$ cat config.mk
export PLATFORM = sky130hd
export DESIGN_NAME = alu_issue_seq
export DESIGN_NICKNAME = d
export VERILOG_FILES = /design/src/rtl/alu_issue_seq.sv
export SDC_FILE = /design/constraint.sdc
export NUM_CORES = 1
export LEC_CHECK = 0
export ABC_AREA = 1
export ABC_CLOCK_PERIOD_IN_PS = 3440
export CORE_MARGIN = 2
export CORE_UTILIZATION = 43
export DETAILED_ROUTE_END_ITERATION = 7
export MAX_ROUTING_LAYER = met4
export PLACE_DENSITY = 0.9
export SYNTH_ARGS = -nofsm -noshare
export SYNTH_HDL_FRONTEND = slang
export SYNTH_SLANG_ARGS = --single-unit
$ cat constraint.sdc
create_clock -name clk -period 3.44 [get_ports clk]
set_input_delay 0.516 -clock clk [delete_from_list [all_inputs] [get_ports clk]]
set_output_delay 0.516 -clock clk [all_outputs]
set_load 0.02 [all_outputs]
$ cat src/rtl/alu_issue_seq.sv
// ALU operand sequencer: takes one request per handshake, holds the ALU inputs for
// ALU_LAT edges, captures w and presents it downstream with valid/ready.
module alu_issue_seq #(
  parameter int DATA_W  = 32,
  parameter int OP_W    = 7,
  parameter int TAG_W   = 4,
  parameter int ALU_LAT = 1
) (
  input  logic              clk,
  input  logic              rst,
  input  logic              in_valid,
  output logic              in_ready,
  input  logic [OP_W-1:0]   in_op,
  input  logic [DATA_W-1:0] in_x,
  input  logic [DATA_W-1:0] in_y,
  input  logic [TAG_W-1:0]  in_tag,
  output logic [OP_W-1:0]   alu_op,
  output logic [DATA_W-1:0] alu_x,
  output logic [DATA_W-1:0] alu_y,
  input  logic [DATA_W-1:0] alu_w,
  output logic              out_valid,
  input  logic              out_ready,
  output logic [DATA_W-1:0] out_result,
  output logic [TAG_W-1:0]  out_tag,
  output logic              busy
);

  typedef enum logic [1:0] {IDLE, WAIT, DONE} state_t;

  localparam logic [3:0] LAT_INIT = 4'(ALU_LAT - 1);

  state_t             state_reg;
  logic [3:0]         lat_cnt_reg;
  logic [TAG_W-1:0]   tag_reg;
  logic               accept;

  // DONE can hand over to a new request in the same edge the result is consumed.
  assign in_ready = (state_reg == IDLE) | ((state_reg == DONE) & out_ready);
  assign accept   = in_valid & in_ready;

  always_ff @(posedge clk) begin
    if (rst) begin
      state_reg   <= IDLE;
      lat_cnt_reg <= '0;
      tag_reg     <= '0;
      alu_op      <= '0;
      alu_x       <= '0;
      alu_y       <= '0;
      out_result  <= '0;
      out_tag     <= '0;
      out_valid   <= 1'b0;
      busy        <= 1'b0;
    end else begin
      case (state_reg)
        IDLE: ;
        WAIT: begin
          if (lat_cnt_reg != 4'd0) begin
            lat_cnt_reg <= lat_cnt_reg - 4'd1;
          end else begin
            out_result <= alu_w;
            out_tag    <= tag_reg;
            out_valid  <= 1'b1;
            state_reg  <= DONE;
          end
        end
        DONE: begin
          if (out_ready) begin
            out_valid <= 1'b0;
            if (!in_valid) begin
              state_reg <= IDLE;
              busy      <= 1'b0;
            end
          end
        end
        default: state_reg <= IDLE;
      endcase

      // Shared load path for both IDLE and back-to-back DONE acceptance.
      if (accept) begin
        alu_op      <= in_op;
        alu_x       <= in_x;
        alu_y       <= in_y;
        tag_reg     <= in_tag;
        lat_cnt_reg <= LAT_INIT;
        state_reg   <= WAIT;
        busy        <= 1'b1;
      end
    end
  end

endmodule

==> Word level (Yosys, flattened, before mapping) <==
Index checks and enable logic that the tools add are counted.
Widths: inputs -> output; s select.
{ "word_totals": {"out_inout_bits": 110, "regBits": 119, "inputBits": 111} }
{ "op_classes": {"reduce_logical": 12, "eq_ne": 10, "n_bitwise": 5, "muxes": 12, "addsub": 1} }
{ "op_table": {"columns": ["op", "count"], "rows": [
  ["$ne 3x3->1 const B", 3],
  ["$ne 2x2->1 const B", 4],
  ["$reduce_and 4->1", 2],
  ["$mux 1", 7],
  ["$mux 2", 3],
  ["$pmux 2 s3", 1],
  ["$reduce_and 3->1", 2],
  ["$reduce_bool 2->1", 3],
  ["$reduce_and 2->1", 2],
  ["$reduce_bool 4->1", 1],
  ["$sub 4x1->4 const B", 1],
  ["$and 1x1->1", 2],
  ["$eq 2x1->1 const B", 1],
  ["$eq 2x2->1 const B", 1],
  ["$logic_not 2->1", 1],
  ["$ne 2x1->1 const B", 1],
  ["$not 1->1", 2],
  ["$pmux 1 s2", 1],
  ["$reduce_or 2->1", 1],
  ["$or 1x1->1", 1]
]} }

==> Depth between registers and ports, before layout <==
Gate-level depths: netlist of the first run.
{ "logic_depth": {"word_depth": 6, "mapped_depth": 8} }

==> Worst setup path before layout of the first run <==
Ideal clock, no wire load.
{ "synth_path": {"path_kind": "input-to-output", "from": "input out_ready", "to": "output in_ready", "stages": 3, "setup_slack_ns": 2.002, "path_buffers": 1, "t_required_ns": 2.924, "arrival_time_ns": 0.922, "path_cell_list": "inv_2 a21oi_4 buf_2"} }
{ "synth_between": {"elab_chain_len": 2} }
{ "synth_lines": {"columns": ["item", "line", "rtl"], "rows": [
  ["from (decl)", "22", "input logic out_ready,"],
  ["$and 1x1->1", "38", "assign in_ready = (state_reg == IDLE) | ((state_reg == DONE) & out_ready);"],
  ["$or 1x1->1", "38", null],
  ["to (decl)", "12", "output logic in_ready,"]
]} }
Every way passes these cells.

==> Worst setup path in the final report of the first run <==
Ends and elaborated chain as after synthesis.

==> results.json, run 1 <==
{
  "r2r_slack_ps": 1140,
  "hold_ws_ps": 455,
  "final_cells": 887,
  "power-per-cell-area_nw_per_um2": 545,
  "relSlewSlack": 0.380,
  "yosys.cell_count.top_type": "dfxtp_1",
  "yosysSeqAreaShare": 0.553,
  "grt_pass1_vias": 4448,
  "tns_ps": 0,
  "synth-edff-count": 0,
  "min-delay-path-class": "flip-flop to flip-flop",
  "p_leak_nw": 2.64,
  "cts_num_sinks": 119,
  "ant_nets": 0,
  "synthFlopType": "dfxtp_1",
  "cts.path.max_buffers": 2,
  "top_regs": "alu_x x32, alu_y x32, out_result x32",
  "synth_fp_nets": 654,
  "synthCells": 542,
  "synth_common_cells": "dfxtp_1, nand2_1, a21oi_1, nand3_1, nor2_1",
  "hold_end": "tag_reg[2]",
  "critPathMaxFanout": 4,
  "synth_top_area_share": 0.553,
  "vias_per_cell": 5.12,
  "fin_area_sq_um": 7050,
  "initial_core_util": 0.441,
  "cts.htree.levels": 4,
  "start_kind": "input pin",
  "chipWidth_um": 104,
  "diodes": 0,
  "rr_startpoint": "lat_cnt_reg[0]",
  "synth.area.mux_share": 0,
  "routed_wl_um": 13200,
  "synth_top_family_by_area": "simple AND/OR/NAND/NOR gates",
  "synth_area_per_cell_sq_um": 7.96,
  "tritoncts": "yes",
  "slew_violations": 0,
  "dieArea_sq_um": 10800,
  "synthXorXnorAreaFrac": 0.00203,
  "finalCriticalPeriod_ps": 2420,
  "first_iter_violations": 292,
  "synth.area.top_cells": "dfxtp_1, a21oi_1, nand3_1, nand2_1, nor2_1",
  "cp.required_ps": 2920,
  "cts_buffers": 17,
  "worst_skew_pair.late_latency_ps": 520,
  "r2r_cells": 6,
  "ios": 221,
  "final_layout_size_suffix_gt1_frac": 0.0557,
  "r2r-end": "out_result[5]",
  "fin_nets": 855,
  "drt-wirelength-per-cell_um": 14.8,
  "port_buffers": 220,
  "synth_compound_area_frac": 0.143,
  "grt_pass1_wl_um": 21600,
  "holdPathStages": 2,
  "period_share": 0.703,
  "clk_pin_slew_ps": 50,
  "yosys.area_share.simple": 0.238,
  "finClkSkew_ps": 12.2,
  "ys_ff_latch": 119,
  "coreArea_sq_um": 9770,
  "synth_warnings": 0,
  "grt_start_max_net_pins": 79,
  "grt_setup_unrepaired": "false",
  "cts_resized": 0,
  "via_count": 4542,
  "post-dp-hpwl_um": 8830,
  "antenna_found_initial": 0,
  "peakVddDrop_uv": 281,
  "cp.arrival_ps": 1900,
  "drv_cap": 0,
  "grt_overflow": 0,
  "first_pass_iters": 5,
  "synth_area_sq_um": 4310,
  "drc": 0,
  "outcome": "completed",
  "gp_congestion": 0.809,
  "synth_top_area_cell": "dfxtp_1",
  "ys_types": 18,
  "end_kind": "output pin",
  "synth_fa_ha_area_frac": 0.00290,
  "hold_viol_final": 0,
  "row_count": 36,
  "die_height_um": 104,
  "worstHoldStart": "tag_reg[2]",
  "setup_viol": 0,
  "grt.total_usage": 0.253,
  "tightest_slew_ps": 929,
  "synthArstFlopShare": 0,
  "syn_to_final_growth_pct": 63.5,
  "cts_hold_buf": 0,
  "post_cts_buffers": 0,
  "root_buffer": "clkbuf_8",
  "post-place-cells": 857,
  "placed_area_sq_um": 6490,
  "fmax_mhz": 414,
  "crit_type": "input pin to output pin"
}
## how the worst max path moves through the flow
| stage | to | cells past startpoint | slack, ps | startpoint |
|---|---|---|---|---|
| after CTS | in_ready | 4 | 1020 | out_ready |
| final | in_ready | 4 | 1020 | out_ready |
| after global placement | in_ready | 4 | 1030 | out_ready |
| after detailed placement | alu_x[20] | 7 | 1040 | out_ready |
| after global routing | out_result[21] | 6 | 910 | lat_cnt_reg[0] |
| after floorplan | in_ready | 3 | 2000 | out_ready |
## routing by layer
metal	track usage	vias to the layer above	share of wire
met5	-	-	0
li1	-	2199	-
met2	0.403	210	0.49
met4	0.112	0	0.017
met3	0.0721	19	0.076
met1	0.299	2114	0.42
## cell type report
| type | instances | area, sq um |
|---|---|---|
| fillers | 705 | 2720 |
| clock inverters | 8 | 98.8 |
| inverters | 10 | 37.5 |
| well taps | 133 | 166 |
| flip-flops and latches | 119 | 2380 |
| multi-input cells | 369 | 1670 |
| repair buffers | 226 | 2240 |
| clock buffers | 22 | 463 |
## cells in the final DEF (no fill, tap or decap)
cell	Yosys	routed
nand2_1	94	93
a21oi_4	1	1
nand3_2	1	1
inv_2	3	3
ha_1	1	1
buf_2	18	2
a21oi_1	83	83
inv_1	7	7
dfxtp_1	119	119
clkdlybuf4s50_1	0	218
o21ai_0	34	34
clkinvlp_4	0	2
clkbuf_16	0	16
buf_4	9	6
xor2_1	1	1
bufinv_16	0	2
clkinv_2	0	3
o21ai_1	3	3
nand3_1	76	76
nor2_1	75	75
nand2_2	0	1
clkinv_4	0	1
clkbuf_8	0	4
clkbuf_1	15	2
## critical path: stages
cell and delay (ps):
clkdlybuf4s50_1 490, inv_2 60, a21oi_4 170, clkdlybuf4s50_1 660
## kinds of logic after synthesis
kind of cell	count (synthesis)
AOI/OAI and AO/OA	121
xor gates and xnor gates	1
adders and majority gates	1
buffers and inverters	54
DFF	119
and+or+nand+nor	246
## through the flow
stage	setup WS, ps	util	total power (W)
after global placement	1030	0.664	0.00218
final	1020	0.721	0.00384
after CTS	1020	0.721	0.00387
after detailed placement	1040	0.664	0.00220
after floorplan	2000	-	0.00186
after global routing	915	0.721	0.00399
## where the power goes
group	switching (W)	internal (W)	total [W]
clock	0.000588	0.00107	0.00166
combinational	0.000331	0.000326	0.000657
sequential	0.0000489	0.00147	0.00152
total	0.000968	0.00287	0.00384
Note: power is estimated with default switching activity, not from simulation.
==> run 2, diff against run 1 <==
Settings changed: ABC_CLOCK_PERIOD_IN_PS 3440 to 2300, CORE_UTILIZATION 43 to 40, PLACE_DENSITY 0.9 to 0.85.
Clock period 3.44 ns to 2.3 ns, I/O delays scaled along.
==> run 2 against run 1 <==
  * Clock power grew 54%
  * Sequential cell count is the same
  * Non-clock buffer count grew 1
  * Worst hold slack lost 50 ps
  * Sequential power grew 50%
  * Clock skew shrank 3.2 ps
  * First-iteration DRC count shrank 3.1%
  * Sequential share of layout area shrank 0.23 points
  * Register-to-register slack lost 440 ps
  * Power grew 51%
  * Largest power group unchanged
  * Die area grew 7.2%
==> results.json, run 2 (synthesized netlist as in run 1, its figures left out) <==
{
  "fmax_mhz": 479,
  "peakVddDrop_uv": 522,
  "drt-wirelength-per-cell_um": 14.4,
  "slowest_delay_ps": 660,
  "mostFrequentLayoutCells": "clkdlybuf4s50_1, dfxtp_1, nand2_1",
  "post_cts_buffers": 0,
  "grt_setup_unrepaired": "false",
  "start_kind": "input pin",
  "syn_to_final_growth_pct": 64.7,
  "grt_overflow": 0,
  "via_count": 4434,
  "finalCriticalPeriod_ps": 2090,
  "grt.total_usage": 0.225,
  "wl_met1_um": 5350,
  "p_leak_nw": 2.67,
  "grt_start_max_net_pins": 79,
  "ant_nets": 0,
  "initial_core_util": 0.414,
  "met3_length_um": 1150,
  "cp_cell_sequence": "clkdlybuf4s50_1, inv_2, a21oi_4, clkdlybuf4s50_1",
  "r2r-end": "alu_x[3]",
  "antenna_found_initial": 0,
  "hold_viol_final": 0,
  "highest_layer": "met4",
  "port_buffers": 220,
  "r2r_slack_ps": 700,
  "ios": 221,
  "cp.required_ps": 1960,
  "routed_wl_um": 12900,
  "worst_skew_pair.late_latency_ps": 500,
  "worstSetupEndpoint": "in_ready",
  "crit_type": "input pin to output pin",
  "n_fill_cell": 823,
  "cts_num_sinks": 119,
  "cts_buffers": 17,
  "setup_viol": 0,
  "chipWidth_um": 108,
  "critPathMaxFanout": 2,
  "first_pass_iters": 4,
  "holdPathStages": 4,
  "end_kind": "output pin",
  "die_height_um": 108,
  "cts_resized": 0,
  "fin_area_sq_um": 7100,
  "root_buffer": "clkbuf_8",
  "row_count": 37,
  "timing.critical_path.mode_cell": "clkdlybuf4s50_1",
  "final_layout_size_suffix_gt1_frac": 0.0582,
  "startpoint": "out_ready",
  "final_cells": 892,
  "cts.path.max_buffers": 2,
  "slew_violations": 0,
  "cts_hold_buf": 0,
  "grt_pass1_vias": 4319,
  "cpLargestDelayFamily": "buffers and inverters",
  "final_common_cell": "clkdlybuf4s50_1",
  "tns_ps": 0,
  "relSlewSlack": 0.479,
  "dieArea_sq_um": 11600,
  "finClkSkew_ps": 8.96,
  "clk_pin_slew_ps": 60,
  "tightest_slew_ps": 782,
  "top_regs": "alu_x x32, alu_y x32, out_result x32",
  "grt_pass1_wl_um": 20200,
  "period_share": 0.908,
  "min-delay-path-class": "input pin to flip-flop",
  "cp.arrival_ps": 1740,
  "crit_slowest_cell": "clkdlybuf4s50_1",
  "rr_startpoint": "state_reg[1]",
  "post-dp-hpwl_um": 8820,
  "first_iter_violations": 283,
  "drc": 0,
  "fin_nets": 856,
  "gp_congestion": 0.822,
  "crit_buf_inv": 3,
  "tritoncts": "yes",
  "drv_cap": 0,
  "r2r_cells": 6,
  "placed_area_sq_um": 6530,
  "post-place-cells": 861,
  "route.met2.wl_um": 6170,
  "vias_per_cell": 4.97,
  "power-per-cell-area_nw_per_um2": 820,
  "coreArea_sq_um": 10400,
  "crit_cells": 4,
  "diodes": 0,
  "cts.htree.levels": 4,
  "outcome": "completed"
}
==> run 2: worst min-delay path by stage <==
stage | from | to
final | in_valid | state_reg[0]
after global routing | in_tag[2] | tag_reg[2]
after CTS | in_valid | alu_x[1]
after detailed placement | alu_y[30] | alu_y[30]
after global placement | tag_reg[2] | tag_reg[2]
after floorplan | tag_reg[0] | tag_reg[0]
==> run 2: where the power goes <==
part	internal (W)	leakage (nW)	switching, W
combinational	0.000495	1.41	0.000489
sequential	0.00220	0.978	0.0000741
clock	0.00164	0.282	0.000915
total	0.00434	2.67	0.00148
==> run 2: layout make-up <==
| cell class | count | area (sq um) | share of cell area |
|---|---|---|---|
| clock buffer | 19 | 422 | 0.0594 |
| multi-input combinational | 369 | 1670 | 0.235 |
| inverter | 10 | 37.5 | 0.00529 |
| clock inverter | 12 | 153 | 0.0215 |
| sequential | 119 | 2380 | 0.336 |
| timing repair buffer | 227 | 2270 | 0.320 |
| tap | 136 | 170 | 0.0240 |
==> run 2: per-layer routing <==
metal | vias up | GRT usage
met1 | 2017 | 0.267
met2 | 196 | 0.364
li1 | 2203 | -
met5 | - | -
met3 | 18 | 0.0732
met4 | 0 | 0.0714
==> run 2: worst register-to-register path, delay by kind of cell (launching register included) <==
kind                   cells  cell delay [ps]
AOI/OAI and AO/OA          2              300
DFF                        1              340
and+or+nand+nor            2              290
buffers and inverters      2              530
==> run 2: per-stage QoR <==
step	power, W	setup slack [ps]	util	hold slack, ps
floorplan	0.00279	1020	-	438
global placement	0.00328	199	0.626	445
detailed placement	0.00331	168	0.626	452
CTS	0.00588	212	0.682	390
global route	0.00607	194	0.682	409
finish	0.00582	211	0.682	405
